===== src/rtl/glogic_clk_seq_if.sv =====
// Control/status bundle between the clock/reset sequencer and its environment.
// The sequencer side uses the slave modport; the stimulus/consumer side uses master.
interface glogic_clk_seq_if;
    logic PLL_LOCK;   // asynchronous PLL lock flag
    logic PLL_REQ;    // level: request PLL as core clock source
    logic SLEEP_REQ;  // single-cycle sleep request pulse
    logic WAKE;       // asynchronous wake level
    logic T_RSTn;     // stretched core reset, active-low
    logic T_Sel_PLL;  // 1 = PLL, 0 = oscillator
    logic XTALoffn;   // 0 gates the core clock off
    logic PLL_EN;     // PLL power enable
    logic CLK_BUSY;   // sequencer in a transitional state
    logic LOCK_FAIL;  // sticky lock timeout / lock-loss flag

    modport slave (
        input  PLL_LOCK, PLL_REQ, SLEEP_REQ, WAKE,
        output T_RSTn, T_Sel_PLL, XTALoffn, PLL_EN, CLK_BUSY, LOCK_FAIL
    );

    modport master (
        output PLL_LOCK, PLL_REQ, SLEEP_REQ, WAKE,
        input  T_RSTn, T_Sel_PLL, XTALoffn, PLL_EN, CLK_BUSY, LOCK_FAIL
    );
endinterface


===== src/rtl/glogic_clk_seq.sv =====
// Clock/reset sequencer ahead of the chip glue logic.
// Stretches the core reset, chooses between oscillator and PLL, and brackets
// every source change with clock gating (XTALoffn=0) so the downstream
// NAND-formed core clock never glitches. Also handles PLL lock timeout,
// lock-loss fallback, sleep and wake. All outputs come straight from flops.
module glogic_clk_seq #(
    parameter int RST_CYC    = 16,
    parameter int LOCK_TO    = 4096,
    parameter int SETTLE_CYC = 64,
    parameter int GAP_CYC    = 4,
    parameter int CNT_W      = 13
) (
    input  logic                 T_CLKI_OSC,
    input  logic                 T_RST,
    glogic_clk_seq_if.slave      bus
);

    typedef enum logic [3:0] {
        ST_RST_HOLD   = 4'd0,
        ST_OSC_RUN    = 4'd1,
        ST_LOCK_WAIT  = 4'd2,
        ST_SETTLE     = 4'd3,
        ST_SW_PLL     = 4'd4,
        ST_PLL_RUN    = 4'd5,
        ST_SW_OSC     = 4'd6,
        ST_GATE_SLEEP = 4'd7,
        ST_SLEEP      = 4'd8
    } state_t;

    // Counter values sampled on the edge that completes each interval.
    localparam logic [CNT_W-1:0] CNT_ZERO    = {CNT_W{1'b0}};
    localparam logic [CNT_W-1:0] CNT_ONE     = CNT_W'(1);
    localparam logic [CNT_W-1:0] RST_LAST    = CNT_W'(RST_CYC - 1);
    localparam logic [CNT_W-1:0] LOCK_LAST   = CNT_W'(LOCK_TO - 1);
    localparam logic [CNT_W-1:0] SETTLE_LAST = CNT_W'(SETTLE_CYC - 1);
    localparam logic [CNT_W-1:0] GAP_LAST    = CNT_W'(GAP_CYC - 1);
    localparam logic [CNT_W-1:0] GAP2_LAST   = CNT_W'(2 * GAP_CYC - 1);

    state_t           state_q, state_d;
    logic [CNT_W-1:0] cnt_q, cnt_d;
    logic [1:0]       lock_sync_q, lock_sync_d;
    logic [1:0]       wake_sync_q, wake_sync_d;
    logic             t_rstn_q, t_rstn_d;
    logic             sel_pll_q, sel_pll_d;
    logic             xtal_on_q, xtal_on_d;
    logic             pll_en_q, pll_en_d;
    logic             busy_q, busy_d;
    logic             lock_fail_q, lock_fail_d;
    logic             sleep_pend_q, sleep_pend_d;

    logic lock_s;
    logic wake_s;
    logic pll_req;
    logic sleep_req;

    assign lock_s    = lock_sync_q[1];
    assign wake_s    = wake_sync_q[1];
    assign pll_req   = bus.PLL_REQ;
    assign sleep_req = bus.SLEEP_REQ;

    assign bus.T_RSTn    = t_rstn_q;
    assign bus.T_Sel_PLL = sel_pll_q;
    assign bus.XTALoffn  = xtal_on_q;
    assign bus.PLL_EN    = pll_en_q;
    assign bus.CLK_BUSY  = busy_q;
    assign bus.LOCK_FAIL = lock_fail_q;

    // Next-state, counter and registered-output logic of the sequencer.
    always_comb begin
        state_d      = state_q;
        cnt_d        = cnt_q + CNT_ONE;
        lock_sync_d  = {lock_sync_q[0], bus.PLL_LOCK};
        wake_sync_d  = {wake_sync_q[0], bus.WAKE};
        t_rstn_d     = t_rstn_q;
        sel_pll_d    = sel_pll_q;
        xtal_on_d    = xtal_on_q;
        pll_en_d     = pll_en_q;
        busy_d       = busy_q;
        sleep_pend_d = sleep_pend_q;

        // A withdrawn PLL request acknowledges a previous failure; a new
        // failure raised below in the same cycle still wins.
        if (!pll_req) begin
            lock_fail_d = 1'b0;
        end else begin
            lock_fail_d = lock_fail_q;
        end

        case (state_q)
            ST_RST_HOLD: begin
                xtal_on_d = 1'b1;
                if (cnt_q == RST_LAST) begin
                    t_rstn_d = 1'b1;
                    busy_d   = 1'b0;
                    cnt_d    = CNT_ZERO;
                    state_d  = ST_OSC_RUN;
                end else begin
                    t_rstn_d = 1'b0;
                    busy_d   = 1'b1;
                end
            end

            ST_OSC_RUN: begin
                cnt_d = CNT_ZERO;
                if (sleep_req) begin
                    xtal_on_d = 1'b0;
                    pll_en_d  = 1'b0;
                    busy_d    = 1'b1;
                    state_d   = ST_GATE_SLEEP;
                end else if (pll_req && !lock_fail_q) begin
                    pll_en_d = 1'b1;
                    busy_d   = 1'b1;
                    state_d  = ST_LOCK_WAIT;
                end else begin
                    xtal_on_d = 1'b1;
                    busy_d    = 1'b0;
                end
            end

            ST_LOCK_WAIT: begin
                if (!pll_req) begin
                    pll_en_d = 1'b0;
                    busy_d   = 1'b0;
                    cnt_d    = CNT_ZERO;
                    state_d  = ST_OSC_RUN;
                end else if (lock_s) begin
                    cnt_d   = CNT_ZERO;
                    state_d = ST_SETTLE;
                end else if (cnt_q == LOCK_LAST) begin
                    lock_fail_d = 1'b1;
                    pll_en_d    = 1'b0;
                    busy_d      = 1'b0;
                    cnt_d       = CNT_ZERO;
                    state_d     = ST_OSC_RUN;
                end else begin
                    busy_d = 1'b1;
                end
            end

            ST_SETTLE: begin
                if (!pll_req) begin
                    pll_en_d = 1'b0;
                    busy_d   = 1'b0;
                    cnt_d    = CNT_ZERO;
                    state_d  = ST_OSC_RUN;
                end else if (!lock_s) begin
                    cnt_d   = CNT_ZERO;
                    state_d = ST_LOCK_WAIT;
                end else if (cnt_q == SETTLE_LAST) begin
                    xtal_on_d = 1'b0;
                    cnt_d     = CNT_ZERO;
                    state_d   = ST_SW_PLL;
                end else begin
                    busy_d = 1'b1;
                end
            end

            ST_SW_PLL: begin
                // Not interruptible; a sleep pulse is remembered for PLL_RUN.
                if (sleep_req) begin
                    sleep_pend_d = 1'b1;
                end else begin
                    sleep_pend_d = sleep_pend_q;
                end
                if (cnt_q == GAP_LAST) begin
                    sel_pll_d = 1'b1;
                end else if (cnt_q == GAP2_LAST) begin
                    xtal_on_d = 1'b1;
                    busy_d    = 1'b0;
                    cnt_d     = CNT_ZERO;
                    state_d   = ST_PLL_RUN;
                end else begin
                    xtal_on_d = 1'b0;
                end
            end

            ST_PLL_RUN: begin
                cnt_d = CNT_ZERO;
                if (!lock_s) begin
                    // Lock loss: gate immediately, remember any sleep request.
                    xtal_on_d    = 1'b0;
                    lock_fail_d  = 1'b1;
                    busy_d       = 1'b1;
                    sleep_pend_d = sleep_req | sleep_pend_q;
                    state_d      = ST_SW_OSC;
                end else if (sleep_req || sleep_pend_q || !pll_req) begin
                    xtal_on_d    = 1'b0;
                    busy_d       = 1'b1;
                    sleep_pend_d = sleep_req | sleep_pend_q;
                    state_d      = ST_SW_OSC;
                end else begin
                    xtal_on_d = 1'b1;
                    busy_d    = 1'b0;
                end
            end

            ST_SW_OSC: begin
                if (sleep_req) begin
                    sleep_pend_d = 1'b1;
                end else begin
                    sleep_pend_d = sleep_pend_q;
                end
                if (cnt_q == GAP_LAST) begin
                    sel_pll_d = 1'b0;
                    pll_en_d  = 1'b0;
                end else if (cnt_q == GAP2_LAST) begin
                    busy_d = 1'b0;
                    cnt_d  = CNT_ZERO;
                    if (sleep_pend_q || sleep_req) begin
                        // Stay gated and drop straight into sleep.
                        sleep_pend_d = 1'b0;
                        xtal_on_d    = 1'b0;
                        state_d      = ST_SLEEP;
                    end else begin
                        xtal_on_d = 1'b1;
                        state_d   = ST_OSC_RUN;
                    end
                end else begin
                    xtal_on_d = 1'b0;
                end
            end

            ST_GATE_SLEEP: begin
                xtal_on_d = 1'b0;
                pll_en_d  = 1'b0;
                busy_d    = 1'b0;
                cnt_d     = CNT_ZERO;
                state_d   = ST_SLEEP;
            end

            ST_SLEEP: begin
                busy_d = 1'b0;
                if (!wake_s) begin
                    cnt_d = CNT_ZERO;
                end else if (cnt_q == GAP_LAST) begin
                    xtal_on_d = 1'b1;
                    cnt_d     = CNT_ZERO;
                    state_d   = ST_OSC_RUN;
                end else begin
                    xtal_on_d = 1'b0;
                end
            end

            default: begin
                // Corrupted state: fall back to a gated oscillator selection;
                // OSC_RUN re-enables the clock on the following cycle.
                sel_pll_d    = 1'b0;
                pll_en_d     = 1'b0;
                xtal_on_d    = 1'b0;
                busy_d       = 1'b0;
                sleep_pend_d = 1'b0;
                cnt_d        = CNT_ZERO;
                state_d      = ST_OSC_RUN;
            end
        endcase
    end

    // State, counter, synchronizer and output registers with async reset.
    always_ff @(posedge T_CLKI_OSC or posedge T_RST) begin
        if (T_RST) begin
            state_q      <= ST_RST_HOLD;
            cnt_q        <= CNT_ZERO;
            lock_sync_q  <= 2'b00;
            wake_sync_q  <= 2'b00;
            t_rstn_q     <= 1'b0;
            sel_pll_q    <= 1'b0;
            xtal_on_q    <= 1'b0;
            pll_en_q     <= 1'b0;
            busy_q       <= 1'b1;
            lock_fail_q  <= 1'b0;
            sleep_pend_q <= 1'b0;
        end else begin
            state_q      <= state_d;
            cnt_q        <= cnt_d;
            lock_sync_q  <= lock_sync_d;
            wake_sync_q  <= wake_sync_d;
            t_rstn_q     <= t_rstn_d;
            sel_pll_q    <= sel_pll_d;
            xtal_on_q    <= xtal_on_d;
            pll_en_q     <= pll_en_d;
            busy_q       <= busy_d;
            lock_fail_q  <= lock_fail_d;
            sleep_pend_q <= sleep_pend_d;
        end
    end

endmodule


===== src/flat_wrapper.sv =====
// flat-port wrapper written by rule: the top's interface ports become plain ports
module glogic_clk_seq_flat 
#(
    parameter int RST_CYC    = 16,
    parameter int LOCK_TO    = 4096,
    parameter int SETTLE_CYC = 64,
    parameter int GAP_CYC    = 4,
    parameter int CNT_W      = 13
)
  (T_CLKI_OSC, T_RST, bus_PLL_LOCK, bus_PLL_REQ, bus_SLEEP_REQ, bus_WAKE, bus_T_RSTn, bus_T_Sel_PLL, bus_XTALoffn, bus_PLL_EN, bus_CLK_BUSY, bus_LOCK_FAIL);
  glogic_clk_seq_if bus_i ();
  input  logic T_CLKI_OSC;
  input  logic T_RST;
  input wire logic [$bits(bus_i.PLL_LOCK)-1:0] bus_PLL_LOCK;
  input wire logic [$bits(bus_i.PLL_REQ)-1:0] bus_PLL_REQ;
  input wire logic [$bits(bus_i.SLEEP_REQ)-1:0] bus_SLEEP_REQ;
  input wire logic [$bits(bus_i.WAKE)-1:0] bus_WAKE;
  output wire logic [$bits(bus_i.T_RSTn)-1:0] bus_T_RSTn;
  output wire logic [$bits(bus_i.T_Sel_PLL)-1:0] bus_T_Sel_PLL;
  output wire logic [$bits(bus_i.XTALoffn)-1:0] bus_XTALoffn;
  output wire logic [$bits(bus_i.PLL_EN)-1:0] bus_PLL_EN;
  output wire logic [$bits(bus_i.CLK_BUSY)-1:0] bus_CLK_BUSY;
  output wire logic [$bits(bus_i.LOCK_FAIL)-1:0] bus_LOCK_FAIL;
  assign bus_i.PLL_LOCK = bus_PLL_LOCK;
  assign bus_i.PLL_REQ = bus_PLL_REQ;
  assign bus_i.SLEEP_REQ = bus_SLEEP_REQ;
  assign bus_i.WAKE = bus_WAKE;
  assign bus_T_RSTn = bus_i.T_RSTn;
  assign bus_T_Sel_PLL = bus_i.T_Sel_PLL;
  assign bus_XTALoffn = bus_i.XTALoffn;
  assign bus_PLL_EN = bus_i.PLL_EN;
  assign bus_CLK_BUSY = bus_i.CLK_BUSY;
  assign bus_LOCK_FAIL = bus_i.LOCK_FAIL;
  glogic_clk_seq #(.RST_CYC(RST_CYC), .LOCK_TO(LOCK_TO), .SETTLE_CYC(SETTLE_CYC), .GAP_CYC(GAP_CYC), .CNT_W(CNT_W)) u_core (.T_CLKI_OSC(T_CLKI_OSC), .T_RST(T_RST), .bus(bus_i));
endmodule

===== config.mk =====
export PLATFORM = sky130hd
export DESIGN_NAME = glogic_clk_seq_flat
export DESIGN_NICKNAME = d
export VERILOG_FILES = /design/src/rtl/glogic_clk_seq_if.sv /design/src/rtl/glogic_clk_seq.sv /design/src/flat_wrapper.sv
export SDC_FILE = /design/constraint.sdc
export NUM_CORES = 1
export LEC_CHECK = 0
export ABC_AREA = 1
export CELL_PAD_IN_SITES_DETAIL_PLACEMENT = 1
export CELL_PAD_IN_SITES_GLOBAL_PLACEMENT = 1
export CORE_UTILIZATION = 42
export CTS_CLUSTER_DIAMETER = 60
export CTS_CLUSTER_SIZE = 20
export DETAILED_ROUTE_END_ITERATION = 10
export PLACE_DENSITY_LB_ADDON = 0.3
export SLEW_MARGIN = 20
export SYNTH_ARGS = -nofsm -noshare
export SYNTH_HDL_FRONTEND = slang
export SYNTH_SLANG_ARGS = --single-unit
export TNS_END_PERCENT = 5

===== constraint.sdc =====
create_clock -name T_CLKI_OSC -period 1.91 [get_ports T_CLKI_OSC]
set_clock_uncertainty 0.15 [all_clocks]
set_input_delay 0.191 -clock T_CLKI_OSC [delete_from_list [all_inputs] [get_ports T_CLKI_OSC]]
set_output_delay 0.191 -clock T_CLKI_OSC [all_outputs]
set_load 0.03 [all_outputs]

==> reports/summary.txt, run 1 <==
Top-level I/O count - 12
Starting DRC count in detailed routing - 103
Hold Fails Final Rpt - 0
Final nets - 282
EDFF count, synth - 0
Post-place instance area - 0.00201 mm^2
CTS root buf - clkbuf_8
Routed length per instance - 16.1 um
Cell area after synthesis - 0.00171 mm^2
Syn Nets - 244
Tightest Pin Transition - 362 ps
Lkg Pwr - 1.06 nW
H-tree level count - 1
N_diodes - 0
Worst hold slack - 120 ps
CTS clk-pin slew, worst paths - 110 ps
Reg2reg start - u_core.cnt_q[12]$_DFF_PP0_
CP Data Arrival Time - 1850 ps
Initial antenna violation count - 0
Avg Inst Size Synth - 7.23 um^2
Max Slew Vio Count - 0
Setup crit end kind - flip-flop
Hold Crit Class - input pin to async pin
Floorplan die height - 65.9 um
Number of buffers created by CTS - 3
GRT Total Usage - 25.0%
CTS tree - done
Vias in the first global route - 1710
Worst Path Max Fanout - 5
Worst-Skew Late Latency - 280 ps
Final WL - 5180 um
Fillers - 474
CTS Sinks - 28
Crit Path Category - flip-flop to flip-flop
Yosys Warn Count - 0
First-pass GRT wire length - 8150 um
Run status - completed
Cell count after synthesis - 237
Routability cong. - 0.953
Synth Flop Type - dfrtp_1
Via total after detailed routing - 1742
Ys async rst share - 100%
Peak supply drop - 743 uV
Cell variety after synth - 31
Sequential-to-total area share from yosys stat - 41.0%
Synth Register Bits - 28
# DRC - 0
Slew margin rel. - 75.9%
Cell row count - 22
Via/cell ratio - 5.41
Post-layout min period - 1820 ps
Largest cells by area after synthesis - dfrtp_1 (39%), nand2_1 (15%), nor2_1 (9.0%)
RSZ-0062 raised after global routing - yes
Layout cell share with drive strength beyond 1 - 21.5%
Detailed placer's ending HPWL - 3770 um
Global route total overflow - 0
Synth-to-Final Area Change - 27.5%
Post-route ant nets - 0
Area share of the largest cell type after synthesis - 39.4%
Core box area - 0.00380 mm^2
# port buffers - 11
Power Total - 3.08 mW
Full die area - 0.00434 mm^2
CTS Buffer Depth - 2
Starting density of the core - 45.1%
CP startpoint - u_core.cnt_q[12]$_DFF_PP0_
Crit share post-route - 95.3%
Cell Pwr Density - 1410 mW/mm^2
Largest net degree at the start of global routing - 29
Fmax - 550 MHz
Final instance area - 0.00218 mm^2
Max-cap check violation count - 0
Critical Path RT - 1940 ps
First-pass iteration count of the detailed router - 4
Endpoints failing setup - 0
Startpoint Class - flip-flop
Die width - 65.9 um
Cell taking the most area after synthesis - dfrtp_1
area by class of cell:
cell class              count  area, um^2  area share [%]
clock inverters             1        30.0            1.37
multi-input cells         181         946            43.3
well taps                  48        60.1            2.75
clock buffers               3        41.3            1.89
flip-flops and latches     28         703            32.2
repair buffers             35         307            14.0
inverters                  26        97.6            4.47
state kept, by name, indices dropped and copies added, names as in the netlist:
| name | flops |
|---|---|
| u_core.bus.CLK_BUSY | 1 |
| u_core.bus.LOCK_FAIL | 1 |
| u_core.bus.PLL_EN | 1 |
| u_core.bus.T_RSTn | 1 |
| u_core.bus.T_Sel_PLL | 1 |
| u_core.bus.XTALoffn | 1 |
| u_core.cnt_q | 13 |
| u_core.lock_sync_q | 2 |
| u_core.sleep_pend_q | 1 |
| u_core.state_q | 4 |
| u_core.wake_sync_q | 2 |
path summary, 6_finish.rpt:
| kind | end | slack, ps | depth (start not counted) |
|---|---|---|---|
| max | u_core.state_q[2]$_DFFE_PP0P_ | 90 | 11 |
| min | u_core.cnt_q[10]$_DFF_PP0_ | 120 | 3 |
| max reg2reg | u_core.state_q[2]$_DFFE_PP0P_ | 90 | 11 |
| min reg2reg | u_core.wake_sync_q[1]$_DFF_PP0_ | 210 | 0 |
| max in group asynchronous | u_core.bus.CLK_BUSY$_DFFE_PP1P_ | 1170 | 3 |
| min in group T_CLKI_OSC | u_core.lock_sync_q[0]$_DFF_PP0_ | 190 | 1 |
synthesized netlist by cell type, drive strengths merged, types with 2 or more instances:
library cell / number
a21oi: 2
dfrtp: 27
inv: 26
nand2: 71
nand3: 21
nand4: 9
nor2: 48
nor3: 4
o21ai: 8
or2: 2
xnor2: 3
xor2: 5
cell families after synthesis:
family                     synth area share (%)
adders and majority gates                 0.730
xor gates and xnor gates                   4.09
buffers and inverters                      6.57
AOI/OAI and AO/OA                          5.26
DFF                                        41.0
and+or+nand+nor                            42.4
routing by layer:
metal	GRT usage, %	wire length (um)	up-vias	share of wire (%)
li1	-	-	830	-
met1	34.9	2370	856	46
met2	41.1	2470	46	48
met3	1.90	232	10	4.5
met4	6.79	120	0	2.3
met5	0	0	-	0
metrics by stage:
step | std cells | utilization, % | setup WS (ps) | TNS (ps)
3_5_place_dp | 311 | 52.9 | 4.93 | 0
4_1_cts | 315 | 54.8 | 26.7 | 0
6_report | 322 | 57.5 | 90.4 | 0
2_1_floorplan | 237 | - | 156 | 0
3_3_place_gp | 311 | 52.9 | 24.0 | 0
5_1_grt | 322 | 57.5 | -26.9 | -136
timing repair:
action	in CTS	in global routing
pin swaps	0	10
hold buffers	0	0
gates cloned	0	0
buffers inserted	0	7
resized for setup	1	15
endpoints found under the setup margin	4	17
where the power goes:
group / total, mW / internal (mW) / leakage (nW) / switching, mW
combinational: 1.74 / 0.671 / 0.663 / 1.07
clock: 0.483 / 0.281 / 0.0357 / 0.202
sequential: 0.864 / 0.736 / 0.365 / 0.128
total: 3.08 / 1.69 / 1.06 / 1.40
cells in the final DEF (no fill, tap or decap):
cell type	n
or2_0	1
xor2_1	5
o21ai_2	1
clkdlybuf4s50_1	11
ha_4	1
nor2_2	7
nor3_4	1
nor2_4	4
nand2_2	10
and3_2	1
nor3_1	1
xnor2_1	3
o22ai_1	1
nand2_1	61
nand3_1	20
or2_1	1
a31oi_1	1
o211ai_1	1
bufinv_16	1
clkbuf_8	3
buf_12	1
inv_1	25
dfstp_2	1
o221ai_1	1
o21a_1	1
nand2b_1	1
o21ai_0	7
inv_2	1
buf_6	1
buf_4	22
nand4_1	9
nor3_2	2
nand3_4	1
a21oi_1	2
dfrtp_1	26
nor2_1	37
dfrtp_2	1
worst max-delay path, cell delays in order (launching register included):
cell     delay [ps]
dfrtp_1         430
nor2_1          100
nand2_1         110
nor2_4          190
buf_6           120
nand2_1          60
nand2_2          80
nand2_2          70
nor2_4          170
nand2_2         100
nand2_1          70
nand2_1          50
No activity file was read; power rests on OpenSTA's default activity.
==> run 2: changes to the inputs <==
--- a/config.mk
+++ b/config.mk
@@ -12,7 +12,9 @@
 export CTS_CLUSTER_DIAMETER = 60
 export CTS_CLUSTER_SIZE = 20
 export DETAILED_ROUTE_END_ITERATION = 10
+export GPL_ROUTABILITY_DRIVEN = 0
 export PLACE_DENSITY_LB_ADDON = 0.3
+export SETUP_SLACK_MARGIN = 0.1
 export SLEW_MARGIN = 20
 export SYNTH_ARGS = -nofsm -noshare
 export SYNTH_HDL_FRONTEND = slang
==> reports/summary.txt, run 2 (synthesis gave the netlist of run 1 again) <==
R2r worst-path depth - 9 (-2)
GRT Total Usage - 23.9% (-1.1 points)
H-tree level count - 1 (unchanged)
Floorplan die height - 65.9 um (unchanged)
Final nets - 281 (-0.35%)
Final WL - 5640 um (+8.9%)
Worst hold slack - 181 ps (+60.6 ps)
CP top delay family - simple AND/OR/NAND/NOR gates
Lkg Pwr - 1.07 nW (+0.67%)
First-pass GRT wire length - 7760 um (-4.8%)
Fin Setup TNS - 0 ps (unchanged)
Startpoint Class - flip-flop
Critical Path RT - 1930 ps (about the same)
Fillers - 477 (+0.63%)
Synth-to-Final Area Change - 30.8%
Most frequent cells in the layout - nand2_1 (55), nor2_1 (38), inv_1 (24), dfrtp_1 (22), buf_4 (20)
Cell row count - 22 (unchanged)
CTS Sinks - 28 (unchanged)
Via total after detailed routing - 1757 (+0.86%)
Die width - 65.9 um (unchanged)
Via/cell ratio - 5.47 (+1.2%)
Max-cap check violation count - 0 (unchanged)
Starting density of the core - 45.1% (unchanged)
Starting DRC count in detailed routing - 85 (-17%)
Fmax - 525 MHz (-4.5%)
Endpoints failing setup - 0 (unchanged)
Setup crit end kind - flip-flop
Reg2reg start - u_core.cnt_q[8]$_DFF_PP0_
Hold Crit Class - input pin to flip-flop
Max Slew Vio Count - 0 (unchanged)
WP depth - 9 (-2)
CP startpoint - u_core.cnt_q[8]$_DFF_PP0_
Post-route ant nets - 0 (unchanged)
Largest net degree at the start of global routing - 17 (-41%)
Routed length per instance - 17.6 um (+9.2%)
N_diodes - 0 (unchanged)
Initial antenna violation count - 0 (unchanged)
CP Data Arrival Time - 1930 ps (+80 ps)
Worst Path Max Fanout - 11 (+6)
CTS Buffer Depth - 2 (unchanged)
Critical Path Sink - u_core.cnt_q[8]$_DFF_PP0_
Cell Pwr Density - 1440 mW/mm^2 (+1.8%)
Most common cell after layout, fill and taps aside - nand2_1
First-pass iteration count of the detailed router - 4 (unchanged)
# port buffers - 11 (unchanged)
Worst-Skew Late Latency - 280 ps (about the same)
Global route total overflow - 0 (unchanged)
Peak supply drop - 865 uV (+16%)
Detailed placer's ending HPWL - 3770 um (about the same)
Critical Path Max Stage Delay - 440 ps (about the same)
Full die area - 0.00434 mm^2 (unchanged)
CTS root buf - clkbuf_8
Crit Path Category - flip-flop to flip-flop
Number of buffers created by CTS - 3 (unchanged)
# DRC - 0 (unchanged)
Max reg flops - 13 (unchanged)
Hold Fails Final Rpt - 0 (unchanged)
Core box area - 0.00380 mm^2 (unchanged)
Vias in the first global route - 1681 (-1.7%)
Largest regs - u_core.cnt_q x13, u_core.state_q x4
Hold Path Stages - 1
Post-layout min period - 1910 ps (+85.8 ps)
CTS tree - done
Slew margin rel. - 78.6% (+2.7 points)
Run status - completed
Worst Hold Launch - bus_PLL_LOCK
R2R setup slack - 5 ps (-90 ps)
RSZ-0062 raised after global routing - yes
CTS clk-pin slew, worst paths - 100 ps (about the same)
FF-to-FF End - u_core.cnt_q[8]$_DFF_PP0_
CP bufs+invs - 1 (unchanged)
Crit share post-route - 99.8% (+4.5 points)
Largest Register - u_core.cnt_q
Critical path, cell by cell - nor2_1, nand2_1, nor2_4, nand2_4, nand3_1, nand3_2, nor2_4, buf_12, nor2_1
Power Total - 3.22 mW (+4.4%)
Slowest CP cell - dfrtp_1
Layout cell share with drive strength beyond 1 - 25.3% (+3.7 points)
Top-level I/O count - 12 (unchanged)
Tightest Pin Transition - 320 ps (-42.7 ps)
run 2: changes by cell type in the layout (fill, tap and decap cells not counted), moves of 2 or more:
cell     delta
nand2_1     -6
nand2_4     +5
dfrtp_1     -4
dfrtp_2     +4
buf_4       -2
nand3_1     -2
nand3_2     +2
run 2: worst min-delay path by stage:
stage,end,slack (ps)
after floorplan,u_core.lock_sync_q[0]$_DFF_PP0_,70
after global placement,u_core.wake_sync_q[1]$_DFF_PP0_,180
after detailed placement,u_core.lock_sync_q[1]$_DFF_PP0_,190
after CTS,u_core.wake_sync_q[0]$_DFF_PP0_,190
after global routing,u_core.lock_sync_q[0]$_DFF_PP0_,190
final,u_core.lock_sync_q[0]$_DFF_PP0_,180
run 2: area by class of cell:
type | instances | area [um^2] | share of cell area, %
inverter | 26 | 97.6 | 4.36
timing repair buffer | 34 | 310 | 13.8
tap | 48 | 60.1 | 2.68
multi-input combinational | 181 | 993 | 44.3
sequential | 28 | 708 | 31.6
clock inverter | 1 | 30.0 | 1.34
clock buffer | 3 | 41.3 | 1.84
run 2: through the flow:
step | worst slack, ps | instance area (um^2) | cells | utilization (%)
floorplan | 156 | 1710 | 237 | -
global placement | -14.3 | 2020 | 311 | 53.2
detailed placement | -15.3 | 2020 | 311 | 53.2
CTS | 69.7 | 2110 | 316 | 55.5
global route | -69.6 | 2240 | 321 | 59.0
finish | 4.57 | 2240 | 321 | 59.0
run 2: timing repair:
| action | 4_1_cts | 5_1_grt |
|---|---|---|
| endpoints found under the setup margin | 17 | 20 |
| hold buffers | 1 | 0 |
| endpoints found under the hold margin | 5 | 0 |
| gates resized for setup | 3 | 29 |
| gates cloned | 0 | 0 |
| pin swaps | 0 | 12 |
| buffers inserted | 0 | 5 |
run 2: report_power, final:
group	total (mW)	internal, mW	leakage (nW)	switching [mW]
Combinational	1.86	0.737	0.676	1.13
Sequential	0.870	0.739	0.358	0.131
Clock	0.488	0.281	0.0357	0.207
run 2: worst reg2reg max path: stages (launching register included):
cell and delay, ps:
dfrtp_1 440, nor2_1 140, nand2_1 120, nor2_4 250, nand2_4 130, nand3_1 110, nand3_2 90, nor2_4 170
buf_12 150, nor2_1 50
run 2: per-layer routing:
metal / global-route usage, % / vias to the layer above / part of all wire, %
met5: 0 / - / 0
met4: 5.71 / 0 / 1.1
met3: 3.28 / 8 / 5.7
met2: 38.3 / 51 / 49
met1: 33.6 / 869 / 44
li1: - / 829 / -
==> run 3: changes to the inputs <==
--- a/config.mk
+++ b/config.mk
@@ -8,11 +8,13 @@
 export ABC_AREA = 1
 export CELL_PAD_IN_SITES_DETAIL_PLACEMENT = 1
 export CELL_PAD_IN_SITES_GLOBAL_PLACEMENT = 1
+export CORE_MARGIN = 2
 export CORE_UTILIZATION = 42
 export CTS_CLUSTER_DIAMETER = 60
 export CTS_CLUSTER_SIZE = 20
 export DETAILED_ROUTE_END_ITERATION = 10
 export GPL_ROUTABILITY_DRIVEN = 0
+export MAX_ROUTING_LAYER = met4
 export PLACE_DENSITY_LB_ADDON = 0.3
 export SETUP_SLACK_MARGIN = 0.1
 export SLEW_MARGIN = 20
==> reports/summary.txt, run 3 (synthesis gave the netlist of run 1 again) <==
Run status - finished, violations left
Failing checks - setup timing
Max reg flops - 13 (unchanged)
RSZ-0062 raised after global routing - yes
CTS root buf - clkbuf_8
Hold Buf Count CTS - 0 (-1)
Largest Register - u_core.cnt_q
Most common cell after layout, fill and taps aside - nand2_1
Max-cap check violation count - 0 (unchanged)
Hold Crit Class - input pin to async pin
CTS Buffer Depth - 2 (unchanged)
H-tree level count - 1 (unchanged)
Post-layout min period - 1930 ps (+25.8 ps)
Slew margin rel. - 75.1% (-3.5 points)
CP top delay family - simple AND/OR/NAND/NOR gates
N_diodes - 0 (unchanged)
Non-filler cells, final - 327 (+1.9%)
Worst Path Max Fanout - 7 (-4)
Setup crit end kind - flip-flop
M3 GR Usage - 3.62% (+0.34 points)
Die width - 67.9 um (+3.0%)
Tightest Pin Transition - 374 ps (+54.2 ps)
Largest regs - u_core.cnt_q x13, u_core.state_q x4
GR peak layer - met2
First-pass iteration count of the detailed router - 4 (unchanged)
Cell Pwr Density - 1470 mW/mm^2 (+2.3%)
Slowest CP cell - dfrtp_1
CTS tree - done
Fmax - 518 MHz (-1.3%)
Post-route setup slack - -21.2 ps (-25.8 ps)
Via/cell ratio - 5.40 (-1.3%)
Layout cell share with drive strength beyond 1 - 26.7% (+1.4 points)
Worst-Skew Late Latency - 290 ps (about the same)
Placed Instances - 308 (-0.96%)
GR Layer Usage met2 - 39.1% (+0.83 points)
Peak supply drop - 839 uV (-3.0%)
Startpoint Class - flip-flop
Full die area - 0.00460 mm^2 (+6.2%)
Cell row count - 23 (+4.5%)
Detailed placer's ending HPWL - 3680 um (-2.3%)
CTS Sinks - 28 (unchanged)
GRT Total Usage - 24.4% (+0.53 points)
Lkg Pwr - 1.09 nW (+2.2%)
Starting density of the core - 43.1% (-2.0 points)
Via total after detailed routing - 1766 (+0.51%)
Critical Path RT - 1950 ps (+20 ps)
CTS clk-pin slew, worst paths - 110 ps (about the same)
Most frequent cells in the layout - nand2_1 (55), nor2_1 (36), inv_1 (24), buf_4 (24), dfrtp_1 (24)
Post-route ant nets - 0 (unchanged)
Worst path most repeated cell - nor2_4
Vias in the first global route - 1658 (-1.4%)
Starting DRC count in detailed routing - 87 (+2.4%)
Endpoints failing setup - 10 (+10)
Final nets - 285 (+1.4%)
Crit share post-route - 101% (+1.4 points)
Hold Fails Final Rpt - 0 (unchanged)
Crit Path Category - flip-flop to flip-flop
Floorplan die height - 67.9 um (+3.0%)
Worst slack, placed - 19.7 ps (+35.0 ps)
# port buffers - 11 (unchanged)
Global route total overflow - 0 (unchanged)
Largest net degree at the start of global routing - 29 (+12)
CP bufs+invs - 1 (unchanged)
First-pass GRT wire length - 7960 um (+2.7%)
Max Slew Vio Count - 0 (unchanged)
Core box area - 0.00397 mm^2 (+4.5%)
Routed length per instance - 17.9 um (+1.9%)
Multi-input logic area - 0.00102 mm^2 (+2.3%)
Top-level I/O count - 12 (unchanged)
FF+latch area - 706 um^2 (-0.35%)
# DRC - 0 (unchanged)
Fillers - 510 (+6.9%)
Critical path, cell by cell - or2_1, nor2_4, nand2_4, nand3_1, nand3_2, nor2_4, buf_6, nor2_1
GR met1 Demand/Resource - 31.2% (-2.4 points)
Critical Path Max Stage Delay - 430 ps (about the same)
Number of buffers created by CTS - 3 (unchanged)
Initial antenna violation count - 0 (unchanged)
Reg2reg start - u_core.cnt_q[9]$_DFF_PP0_
CP startpoint - u_core.cnt_q[9]$_DFF_PP0_
Synth-to-Final Area Change - 32.9%
Final WL - 5860 um (+3.8%)
CP Data Arrival Time - 1970 ps (+40 ps)
## run 3: changes by cell type in the layout (fill, tap and decap cells not counted), sizes merged
cell / delta
buf: +5
clkdlybuf4s50: -1
dlygate4sd2: +1
dlygate4sd3: -1
## run 3: power by group
group | switching (mW) | internal [mW]
logic | 1.18 | 0.791
registers | 0.136 | 0.738
clock network | 0.215 | 0.282
total | 1.53 | 1.81
## run 3: path summary, 6_finish.rpt
path / slack, ps / cells after the start / endpoint
max: -20 / 8 / u_core.cnt_q[4]$_DFF_PP0_
min: 110 / 3 / u_core.cnt_q[0]$_DFF_PP0_
max reg2reg: -20 / 8 / u_core.cnt_q[4]$_DFF_PP0_
min reg2reg: 210 / 0 / u_core.wake_sync_q[1]$_DFF_PP0_
max in group asynchronous: 1180 / 3 / u_core.bus.CLK_BUSY$_DFFE_PP1P_
min in group T_CLKI_OSC: 180 / 1 / u_core.wake_sync_q[0]$_DFF_PP0_
## run 3: worst register-to-register path, delay by kind of cell (launching register included)
kind	cells	cell delay, ps
buf+inv	1	150
flops	1	430
simple gates	7	1110
## run 3: per-stage QoR
step | setup TNS [ps] | cell area, um^2 | power (mW) | utilization (%) | hold slack (ps)
after floorplan | 0 | 1710 | 1.89 | - | 72.4
final | -66.3 | 2280 | 3.35 | 57.3 | 111
after CTS | 0 | 2050 | 2.93 | 51.6 | 133
after detailed placement | 0 | 1960 | 2.40 | 49.4 | 192
after global placement | 0 | 1960 | 2.37 | 49.4 | 183
after global routing | -1180 | 2280 | 3.58 | 57.3 | 154
## run 3: layout make-up
class                   count  area share (%)
multi-input cells         181            44.6
flip-flops and latches     28            31.0
repair buffers             38            14.2
inverters                  26            4.29
clock buffers               3            1.81
well taps                  50            2.75
clock inverters             1            1.32
## run 3: timing repair
action                     CTS  global route
setup buffers                1            14
resized for setup            5            35
pin swaps                    1            21
setup endpoints to repair   19            20
## run 3: per-layer routing
layer	vias to the layer above	part of all wire, %	wire length [um]
li1	836	-	-
met2	33	51	3000
met1	888	44	2550
met4	0	1.9	110
met5	-	0	0
met3	9	3.2	188
